File: config.mk
export PLATFORM = sky130hd
export DESIGN_NAME = pipe_if_fetch_flat
export DESIGN_NICKNAME = d
export VERILOG_FILES = /design/src/rtl/pipe_if_fetch_if.sv /design/src/rtl/pipe_if_fetch.sv /design/src/flat_wrapper.sv
export SDC_FILE = /design/constraint.sdc
export NUM_CORES = 1
export LEC_CHECK = 0
export BUFFER_PORTS_ARGS = -buffer_cell sky130_fd_sc_hd__buf_4
export CORE_UTILIZATION = 54
export DETAILED_ROUTE_END_ITERATION = 16
export PLACE_DENSITY = 0.82
export SYNTH_ARGS = -nofsm -noshare
export SYNTH_HDL_FRONTEND = slang
export SYNTH_SLANG_ARGS = --single-unit
File: constraint.sdc
create_clock -name clk -period 2.4 [get_ports clk]
set_clock_uncertainty 0.1 [all_clocks]
set_input_delay 0 -clock clk [delete_from_list [all_inputs] [get_ports clk]]
set_output_delay 0 -clock clk [all_outputs]
set_load 0.05 [all_outputs]
File: src/rtl/pipe_if_fetch_if.sv
// Instruction-memory fetch bus between the IF stage and instruction memory.
//   imem_req    : fetch request valid (IF -> memory)
//   imem_addr   : fetch address, word aligned (IF -> memory)
//   imem_ready  : memory accepts the request this cycle (memory -> IF)
//   imem_rvalid : read data valid, at least one cycle after acceptance (memory -> IF)
//   imem_rdata  : fetched instruction word (memory -> IF)
// The master modport is the fetch unit; the slave modport is the memory.
interface pipe_if_fetch_if;
    logic        imem_req;
    logic [31:0] imem_addr;
    logic        imem_ready;
    logic        imem_rvalid;
    logic [31:0] imem_rdata;

    modport master (
        output imem_req,
        output imem_addr,
        input  imem_ready,
        input  imem_rvalid,
        input  imem_rdata
    );

    modport slave (
        input  imem_req,
        input  imem_addr,
        output imem_ready,
        output imem_rvalid,
        output imem_rdata
    );
endinterface

File: src/rtl/pipe_if_fetch.sv
// IF stage: owns the architectural fetch PC, issues single-outstanding fetches
// to instruction memory, and presents fetched instructions at the IF/ID boundary.
// A one-entry skid buffer absorbs a response that arrives while ID is stalled.
// Ports:
//   clk, rstn       : clock (rising edge) and synchronous active-low reset
//   PCOP, NPC       : redirect request from EXE and its target
//   stall           : ID not accepting; IF/ID contents hold
//   imem            : instruction-memory bus (master side)
//   if_valid/if_pc/if_inst : IF/ID register contents
//   if_pcplus4      : if_pc + 4 (combinational, wraps mod 2^32)
module pipe_if_fetch #(
    parameter logic [31:0] RESET_PC = 32'h0000_0000,
    parameter logic [31:0] NOP_INST = 32'h0000_0013
) (
    input  logic                  clk,
    input  logic                  rstn,
    input  logic                  PCOP,
    input  logic [31:0]           NPC,
    input  logic                  stall,
    pipe_if_fetch_if.master       imem,
    output logic                  if_valid,
    output logic [31:0]           if_pc,
    output logic [31:0]           if_inst,
    output logic [31:0]           if_pcplus4
);

    localparam logic [31:0] ADDR_MASK = 32'hFFFF_FFFC;

    typedef enum logic [1:0] {
        S_IDLE = 2'd0,
        S_REQ  = 2'd1,
        S_WAIT = 2'd2,
        S_HOLD = 2'd3
    } state_e;

    state_e      state_q, state_d;
    logic        kill_q, kill_d;
    logic        req_q, req_d;
    logic [31:0] pc_q, pc_d;
    logic [31:0] fetch_pc_q, fetch_pc_d;
    logic [31:0] skid_inst_q, skid_inst_d;
    logic [31:0] skid_pc_q, skid_pc_d;
    logic        if_valid_q, if_valid_d;
    logic [31:0] if_pc_q, if_pc_d;
    logic [31:0] if_inst_q, if_inst_d;

    logic        accept_s;
    logic        resp_s;
    logic        out_free_s;

    // imem_req mirrors state REQ, so acceptance only needs the state and ready.
    assign accept_s   = (state_q == S_REQ) && imem.imem_ready;
    assign resp_s     = (state_q == S_WAIT) && imem.imem_rvalid;
    assign out_free_s = !if_valid_q || !stall;

    // State and datapath registers with synchronous reset.
    always_ff @(posedge clk) begin
        if (!rstn) begin
            state_q     <= S_IDLE;
            kill_q      <= 1'b0;
            req_q       <= 1'b0;
            pc_q        <= RESET_PC;
            fetch_pc_q  <= RESET_PC;
            skid_inst_q <= NOP_INST;
            skid_pc_q   <= RESET_PC;
            if_valid_q  <= 1'b0;
            if_pc_q     <= RESET_PC;
            if_inst_q   <= NOP_INST;
        end else begin
            state_q     <= state_d;
            kill_q      <= kill_d;
            req_q       <= req_d;
            pc_q        <= pc_d;
            fetch_pc_q  <= fetch_pc_d;
            skid_inst_q <= skid_inst_d;
            skid_pc_q   <= skid_pc_d;
            if_valid_q  <= if_valid_d;
            if_pc_q     <= if_pc_d;
            if_inst_q   <= if_inst_d;
        end
    end

    // Next-state logic; kill marks an accepted fetch whose response must be dropped.
    always_comb begin
        state_d = state_q;
        kill_d  = kill_q;
        case (state_q)
            S_IDLE: begin
                state_d = S_REQ;
            end
            S_REQ: begin
                if (imem.imem_ready) begin
                    // A redirect in the accepting cycle still issues the old address.
                    state_d = S_WAIT;
                    kill_d  = PCOP;
                end else begin
                    state_d = S_REQ;
                end
            end
            S_WAIT: begin
                if (imem.imem_rvalid) begin
                    kill_d = 1'b0;
                    if (PCOP || kill_q || out_free_s) begin
                        state_d = S_REQ;
                    end else begin
                        state_d = S_HOLD;
                    end
                end else begin
                    kill_d  = kill_q | PCOP;
                    state_d = S_WAIT;
                end
            end
            S_HOLD: begin
                if (PCOP || !stall) begin
                    state_d = S_REQ;
                end else begin
                    state_d = S_HOLD;
                end
            end
            default: begin
                state_d = S_IDLE;
                kill_d  = 1'b0;
            end
        endcase
    end

    // Output and datapath next values: PC advance, IF/ID loading, skid, flush.
    always_comb begin
        pc_d        = pc_q;
        fetch_pc_d  = fetch_pc_q;
        skid_inst_d = skid_inst_q;
        skid_pc_d   = skid_pc_q;
        if_pc_d     = if_pc_q;
        if_inst_d   = if_inst_q;
        if (stall) begin
            if_valid_d = if_valid_q;
        end else begin
            if_valid_d = 1'b0;
        end

        if (accept_s) begin
            fetch_pc_d = pc_q;
            pc_d       = pc_q + 32'd4;
        end else begin
            fetch_pc_d = fetch_pc_q;
        end

        if (PCOP) begin
            // Redirect overrides the PC advance and flushes IF/ID even under stall.
            pc_d       = NPC & ADDR_MASK;
            if_valid_d = 1'b0;
            if_inst_d  = NOP_INST;
        end else if (resp_s && !kill_q) begin
            if (out_free_s) begin
                if_valid_d = 1'b1;
                if_pc_d    = fetch_pc_q;
                if_inst_d  = imem.imem_rdata;
            end else begin
                skid_inst_d = imem.imem_rdata;
                skid_pc_d   = fetch_pc_q;
            end
        end else if ((state_q == S_HOLD) && !stall) begin
            if_valid_d = 1'b1;
            if_pc_d    = skid_pc_q;
            if_inst_d  = skid_inst_q;
        end else begin
            skid_pc_d = skid_pc_q;
        end

        req_d = (state_d == S_REQ);
    end

    assign imem.imem_req  = req_q;
    assign imem.imem_addr = pc_q;
    assign if_valid       = if_valid_q;
    assign if_pc          = if_pc_q;
    assign if_inst        = if_inst_q;
    assign if_pcplus4     = if_pc_q + 32'd4;

endmodule

File: src/flat_wrapper.sv
// flat-port wrapper written by rule: the top's interface ports become plain ports
module pipe_if_fetch_flat 
#(
    parameter logic [31:0] RESET_PC = 32'h0000_0000,
    parameter logic [31:0] NOP_INST = 32'h0000_0013
)
  (clk, rstn, PCOP, NPC, stall, if_valid, if_pc, if_inst, if_pcplus4, imem_imem_req, imem_imem_addr, imem_imem_ready, imem_imem_rvalid, imem_imem_rdata);
  pipe_if_fetch_if imem_i ();
  input  logic clk;
  input  logic rstn;
  input  logic PCOP;
  input  logic [31:0] NPC;
  input  logic stall;
  output logic if_valid;
  output logic [31:0] if_pc;
  output logic [31:0] if_inst;
  output logic [31:0] if_pcplus4;
  output wire logic [$bits(imem_i.imem_req)-1:0] imem_imem_req;
  output wire logic [$bits(imem_i.imem_addr)-1:0] imem_imem_addr;
  input wire logic [$bits(imem_i.imem_ready)-1:0] imem_imem_ready;
  input wire logic [$bits(imem_i.imem_rvalid)-1:0] imem_imem_rvalid;
  input wire logic [$bits(imem_i.imem_rdata)-1:0] imem_imem_rdata;
  assign imem_imem_req = imem_i.imem_req;
  assign imem_imem_addr = imem_i.imem_addr;
  assign imem_i.imem_ready = imem_imem_ready;
  assign imem_i.imem_rvalid = imem_imem_rvalid;
  assign imem_i.imem_rdata = imem_imem_rdata;
  pipe_if_fetch #(.RESET_PC(RESET_PC), .NOP_INST(NOP_INST)) u_core (.clk(clk), .rstn(rstn), .PCOP(PCOP), .NPC(NPC), .stall(stall), .imem(imem_i), .if_valid(if_valid), .if_pc(if_pc), .if_inst(if_inst), .if_pcplus4(if_pcplus4));
endmodule
# After elaboration in Yosys (flattened, before gate mapping)
# Index checks and enable logic that the tools add are counted.
# classes
n_addsub	2
eq_ne	6
muxes	20
bitwise	4
n_reduce_logical	20
# op_table
cell	count
two-way mux 32 bit	8
adder 32 x 3 -> 32 bit (second input constant)	2
two-way mux 2 bit	4
one-hot mux 2 bit (4 select lines)	1
two-way mux 1 bit	6
AND reduction 3 bit	2
nonzero test 2 bit	3
equality test 2 x 1 -> 1 bit (second input constant)	2
equality test 2 bit (second input constant)	2
logical AND 1 bit	4
logical OR 1 bit	4
AND reduction 2 bit	2
logical NOT 1 bit	3
inverter 1 bit	3
logical NOT 2 bit	1
inequality test 2 x 1 -> 1 bit (second input constant)	1
inequality test 2 bit (second input constant)	1
one-hot mux 1 bit (2 select lines)	1
OR reduction 2 bit	1
bitwise OR 1 bit	1
# word_totals
reg_bits	197
input_bits	70
output_inout_bits	130
elab_cells	63

# Logic depth before layout (Yosys ltp)
# depth
ltp_word	7
ltp_mapped	7
depth_no_buf	5

# Worst setup path after synthesis
# OpenSTA, ideal clock, no wires.
# synth_path
kind	reg-to-output
startpoint	reg u_core.if_pc_q[9] (netlist: u_core.if_pc[9])
endpoint	out if_pcplus4[26]
arrival_time_ns	2.670
t_required_ns	2.300
path_slack_ns	-0.370
path_stages_with_launch	5
path_buffers	0
cell_sequence	dfxtp_1 -> nand4_1 -> nor4_2 -> nand4_1 -> xnor2_1
# synth_via
elab_chain_cells	1
# synth_rtl
element	line	text
start: declaration	pipe_if_fetch.sv:44	logic [31:0] if_pc_q, if_pc_d;
start signal: assignment	pipe_if_fetch.sv:78	if_pc_q <= if_pc_d;
adder 32 x 3 -> 32 bit	pipe_if_fetch.sv:178	assign if_pcplus4 = if_pc_q + 32'd4;
end: declaration	flat_wrapper.sv:17	output logic [31:0] if_pcplus4;
# No other way between the ends.

# Final worst setup path
# layout_path
startpoint	reg u_core.pc_q[21] (netlist: u_core.imem.imem_addr[21])
endpoint	reg u_core.pc_q[29] (netlist: u_core.imem.imem_addr[29])
# layout_via
elab_chain_cells	3
# layout_rtl
element	line	text
start: declaration	pipe_if_fetch.sv:39	logic [31:0] pc_q, pc_d;
start signal: assignment	pipe_if_fetch.sv:73	pc_q <= pc_d;
adder 32 x 3 -> 32 bit	pipe_if_fetch.sv:143	pc_d = pc_q + 32'd4;
two-way mux 32 bit	pipe_if_fetch.sv:141	if (accept_s) begin
two-way mux 32 bit	pipe_if_fetch.sv:148	if (PCOP) begin
# No other way between the ends. The select of a mux whose other input is x is not followed.
# A chain may end at the register's enable or synchronous reset.

==> impl_results.html <==
<table>
<tr><th>Metric</th><th>Value</th></tr>
<tr><th colspan="2">Die</th></tr>
<tr><td>Core box area</td><td>15,200 um^2</td></tr>
<tr><td>Vertical die dimension</td><td>126.7 um</td></tr>
<tr><td>Die Wd</td><td>about 130 um</td></tr>
<tr><td>Placement row count</td><td>45</td></tr>
<tr><td>IO Count</td><td>200</td></tr>
<tr><td>Starting density of the core</td><td>between 50% and 60%</td></tr>
<tr><td>Die Outline Area</td><td>about 16,000 um^2</td></tr>
<tr><th colspan="2">Pwr</th></tr>
<tr><td>Leak</td><td>0.004376 uW</td></tr>
<tr><td>Sequential fraction of design power</td><td>46.3%</td></tr>
<tr><td>Design internal power</td><td>5306 uW</td></tr>
<tr><td>Portion of total power attributed to combinational logic</td><td>14.4%</td></tr>
<tr><td>IR drop worst, VDD</td><td>roughly 0.58 mV</td></tr>
<tr><td>Post-layout power</td><td>7210 uW</td></tr>
<tr><td>Net switching power</td><td>1904 uW</td></tr>
<tr><td>Power per cell area</td><td>approximately 610 nW/um^2</td></tr>
<tr><td>Relative contribution of the clock network to total power</td><td>39.3%</td></tr>
<tr><td>Switching part of the total</td><td>26.40%</td></tr>
<tr><th colspan="2">Synth</th></tr>
<tr><td>Multiplexer area fraction after synthesis</td><td>7.504%</td></tr>
<tr><td>Largest area contributor in the netlist</td><td>sky130_fd_sc_hd__dfxtp_1</td></tr>
<tr><td>Synthesis Warnings</td><td>0</td></tr>
<tr><td>Post-synthesis share of cell area spent on xor and xnor gates</td><td>3.856%</td></tr>
<tr><td>Count of flip-flops with a built-in enable after synthesis</td><td>0</td></tr>
<tr><td>Register area share after synthesis</td><td>45.03%</td></tr>
<tr><td>Post-Synthesis Cells</td><td>1,008</td></tr>
<tr><td>Share of the synthesized area in the top cell type</td><td>45.03%</td></tr>
<tr><td>Top_reg_cell synth</td><td>sky130_fd_sc_hd__dfxtp_1</td></tr>
<tr><td>Mean cell area of the mapped netlist</td><td>8.336 um^2</td></tr>
<tr><td>Synth Area in Simple Gates</td><td>between 20% and 30%</td></tr>
<tr><td>Library cells used by synthesis</td><td>55</td></tr>
<tr><td>Largest family of logic cells by synthesized area</td><td>simple AND/OR/NAND/NOR gates</td></tr>
<tr><td>Number of register bits inferred by synthesis</td><td>189</td></tr>
<tr><td>Async SR Flop Fraction</td><td>0%</td></tr>
<tr><td>Adder-cell area share of the yosys netlist</td><td>0.2978%</td></tr>
<tr><td>Netlist area before placement</td><td>8403 um^2</td></tr>
<tr><td>Dominant cells by area after synthesis</td><td>sky130_fd_sc_hd__dfxtp_1 45%, sky130_fd_sc_hd__nand2_1 8.9%, sky130_fd_sc_hd__mux2i_1 7.5%</td></tr>
<tr><td>Synthesized-area fraction occupied by ao, oa, aoi and oai cells</td><td>16.94%</td></tr>
<tr><th colspan="2">Route</th></tr>
<tr><td>DR vias/cell</td><td>5.747</td></tr>
<tr><td>Number of detailed-routing iterations run before antenna repair</td><td>7</td></tr>
<tr><td>Initial drt markers</td><td>730</td></tr>
<tr><td>Routed wire per std cell</td><td>16.73 um</td></tr>
<tr><td>Routed Wire Length</td><td>24,580 um</td></tr>
<tr><td>Drc violations</td><td>0</td></tr>
<tr><td>Final ANT Viol Nets</td><td>0</td></tr>
<tr><td>Via count</td><td>~8.4k</td></tr>
<tr><th colspan="2">Critical path</th></tr>
<tr><td>Worst setup SP type</td><td>register</td></tr>
<tr><td>Arrival time of data at the critical path endpoint</td><td>2640 ps</td></tr>
<tr><td>Cell breakdown of the critical path</td><td>nand4_1 &gt; nor4_2 &gt; buf_4 &gt; a211o_1 &gt; o2111a_1 &gt; dlygate4sd3_1</td></tr>
<tr><td>Required time at the endpoint of the critical path</td><td>2670 ps</td></tr>
<tr><td>Largest stage delay on the critical path</td><td>roughly 560 ps</td></tr>
<tr><td>Cell with the biggest individual delay on the critical path</td><td>sky130_fd_sc_hd__dlygate4sd3_1</td></tr>
<tr><td>Crit Path Class</td><td>reg -&gt; reg</td></tr>
<tr><td>Maximum fanout along the worst path</td><td>12</td></tr>
<tr><td>Bufs and invs on worst path</td><td>2</td></tr>
<tr><td>Worst reg2reg setup slack</td><td>roughly 40 ps</td></tr>
<tr><td>Family with the most delay on the worst path</td><td>buffers and inverters</td></tr>
<tr><td>Capturing element type of the critical path</td><td>register</td></tr>
<tr><th colspan="2">Timing</th></tr>
<tr><td>Fin. Hold Viols</td><td>0</td></tr>
<tr><td>Period utilisation layout</td><td>98.37%</td></tr>
<tr><td>Peak clock frequency supported by timing</td><td>approximately 420 MHz</td></tr>
<tr><td>Worst slew slack as a fraction of its limit</td><td>62.69%</td></tr>
<tr><td>Number of pins with negative max-slew slack in the final report</td><td>0</td></tr>
<tr><td>Slew of the pin with the lowest slew margin</td><td>559.7 ps</td></tr>
<tr><td>Min Clock Period, post-route</td><td>2361 ps</td></tr>
<tr><td>Post-Route Hold Slack</td><td>51.46 ps</td></tr>
<tr><td>Count of endpoints failing setup in the final report</td><td>0</td></tr>
<tr><th colspan="2">GRT</th></tr>
<tr><td>Initial antenna violation count</td><td>0</td></tr>
<tr><td>Number of global-route vias before repair</td><td>approximately 8k</td></tr>
<tr><td>Pin count of the biggest net entering global routing</td><td>127</td></tr>
<tr><td>First-pass GRT wire length</td><td>38,650 um</td></tr>
<tr><td>Sum of overflow across all layers after global routing</td><td>0</td></tr>
<tr><td>Overall Global Routing Usage</td><td>30.06%</td></tr>
<tr><th colspan="2">Clock tree</th></tr>
<tr><td>CTS Root Cell</td><td>sky130_fd_sc_hd__clkbuf_16</td></tr>
<tr><td>Clk_lat worst skew</td><td>approximately 430 ps</td></tr>
<tr><td>Number of CTS-inserted buffers</td><td>17</td></tr>
<tr><td>Maximum level of the CTS H-tree</td><td>4</td></tr>
<tr><td>Clock tree from TritonCTS</td><td>yes</td></tr>
<tr><td>CTS Buffer Depth</td><td>2</td></tr>
<tr><td>Clock slew seen by the registers of the worst setup and hold paths</td><td>70 ps</td></tr>
<tr><td>Clock net sink count</td><td>189</td></tr>
<tr><th colspan="2">Flow run</th></tr>
<tr><td>Max capacitance violation total</td><td>0</td></tr>
<tr><th colspan="2">Layout</th></tr>
<tr><td>Most frequent standard cell in the layout excluding fill and tap cells</td><td>sky130_fd_sc_hd__buf_4</td></tr>
<tr><td>Highest-count cells in the layout ignoring fill and taps</td><td>218 x sky130_fd_sc_hd__buf_4, 200 x sky130_fd_sc_hd__nand2_1, 170 x sky130_fd_sc_hd__dfxtp_1</td></tr>
<tr><td>Nets</td><td>1,341</td></tr>
<tr><td>Fraction of final layout cells with drive strength greater than 1</td><td>24.51%</td></tr>
<tr><td>Growth of design area from synthesis to finish</td><td>41.72%</td></tr>
<tr><td>Number of antenna cells inserted</td><td>0</td></tr>
<tr><th colspan="2">Placement</th></tr>
<tr><td>Final estimated routing congestion in global placement</td><td>0.8440</td></tr>
<tr><td>Number of input and output port buffers inserted</td><td>between 150 and 200</td></tr>
<tr><td>HPWL after DPL</td><td>around 14,000 um</td></tr>
<tr><th colspan="2">Hold path</th></tr>
<tr><td>Type of the worst min-delay path</td><td>in -&gt; reg</td></tr>
<tr><th colspan="2">Run status</th></tr>
<tr><td>Outcome</td><td>complete, no violations</td></tr>
</table>
power groups by stage:
| stage | clock [uW] | combinational (uW) | sequential, uW |
|---|---|---|---|
| floorplan | 0 | 366 | 3590 |
| global placement | 0 | 865 | 3390 |
| detailed placement | 0 | 873 | 3390 |
| CTS | 2840 | 1010 | 3320 |
| global route | 2990 | 1090 | 3350 |
| finish | 2830 | 1040 | 3340 |
final cells by class:
type / count / area [um^2]
Multi-Input combinational cell: 731 / 4542
Sequential cell: 189 / 3807
Fill cell: 999 / 3293
Timing Repair Buffer: 318 / 2689
Clock buffer: 26 / 509.2
Tap cell: 188 / 235.2
Clock inverter: 5 / 80.08
Inverter: 12 / 46.29
routing by layer:
layer	up-vias	wire, um	track usage, %
met2	410	11650	48.42
li1	4064	-	-
met5	-	0	0
met1	3889	10240	38.39
met4	0	830	14.99
met3	79	1862	6.242
state kept, by name (all words and copies together) (netlist names):
name                   count
u_core.kill_q              1
u_core.skid_inst_q        32
u_core.skid_pc_q          30
u_core.imem.imem_req       1
u_core.if_valid            1
u_core.if_inst            32
u_core.fetch_pc_q         30
u_core.if_pc              30
u_core.state_q             2
u_core.imem.imem_addr     30
worst paths after layout:
check | start | to | cells after the start
worst max register to register | u_core.imem.imem_addr[21]$_SDFFE_PN0P_ | u_core.imem.imem_addr[29]$_SDFFE_PN0P_ | 6
worst min-delay path | imem_imem_ready | u_core.fetch_pc_q[4]$_SDFFE_PN0P_ | 4
worst min register to register | u_core.skid_inst_q[27]$_SDFFE_PN0P_ | u_core.skid_inst_q[27]$_SDFFE_PN0P_ | 2
worst max-delay path | u_core.imem.imem_addr[21]$_SDFFE_PN0P_ | u_core.imem.imem_addr[29]$_SDFFE_PN0P_ | 6
cell usage after synthesis (2+ instances only):
library cell,instances
sky130_fd_sc_hd__nand2_1,200
sky130_fd_sc_hd__dfxtp_1,189
sky130_fd_sc_hd__a21oi_1,98
sky130_fd_sc_hd__nor2_1,84
sky130_fd_sc_hd__a211oi_1,64
sky130_fd_sc_hd__mux2i_1,63
sky130_fd_sc_hd__clkbuf_1,60
sky130_fd_sc_hd__xnor2_1,29
sky130_fd_sc_hd__nand3_1,27
sky130_fd_sc_hd__o21ai_0,26
sky130_fd_sc_hd__nand4_1,17
sky130_fd_sc_hd__a31oi_1,13
sky130_fd_sc_hd__and4_1,11
sky130_fd_sc_hd__or4_1,11
sky130_fd_sc_hd__buf_4,9
sky130_fd_sc_hd__inv_1,9
sky130_fd_sc_hd__o31ai_1,9
sky130_fd_sc_hd__buf_2,8
sky130_fd_sc_hd__nor3_1,8
sky130_fd_sc_hd__xor2_1,8
sky130_fd_sc_hd__and3_1,6
sky130_fd_sc_hd__a211o_1,5
sky130_fd_sc_hd__nor2b_1,4
sky130_fd_sc_hd__a311oi_1,3
sky130_fd_sc_hd__and2_1,3
sky130_fd_sc_hd__buf_1,3
sky130_fd_sc_hd__nor4_1,3
sky130_fd_sc_hd__o2111a_1,3
sky130_fd_sc_hd__or3_1,3
sky130_fd_sc_hd__ha_1,2
sky130_fd_sc_hd__inv_2,2
sky130_fd_sc_hd__nand2b_1,2
sky130_fd_sc_hd__nand3b_1,2
sky130_fd_sc_hd__nor4_2,2
sky130_fd_sc_hd__or2_2,2
timing repair:
action                                  CTS  global route
setup buffers                             2             5
endpoints found under the setup margin    1            16
cloned                                    0             0
resized for setup                         0            29
endpoints found under the hold margin    99             0
pin swaps                                 2             6
hold buffers                             94             0
metrics by stage:
step                      cells  utilization [%]  setup slack, ps  TNS (ps)  cell area [um^2]
after floorplan            1013                -           -109.5    -189.8              8657
after global placement     1337            67.46            336.5         0             10250
after detailed placement   1337            67.46            279.4         0             10250
after CTS                  1464            77.62            3.004         0             11800
after global routing       1469            78.34           -21.88    -45.65             11910
final                      1469            78.34            39.09         0             11910
cells by family (layout without fill, tap and decap cells):
group,count (synthesis),after routing
buf+inv,93,361
mux,63,63
fa+ha+maj,2,2
xor+xnor,37,37
simple gates,394,394
compound gates,229,229
other cells,1,6
flops,189,189
worst min-delay path, stage by stage:
cell                      delay (ps)
sky130_fd_sc_hd__buf_4           100
sky130_fd_sc_hd__and4b_2         320
sky130_fd_sc_hd__a21oi_1          60
sky130_fd_sc_hd__nor2_1           70
Power figures use the tool's default switching activity.
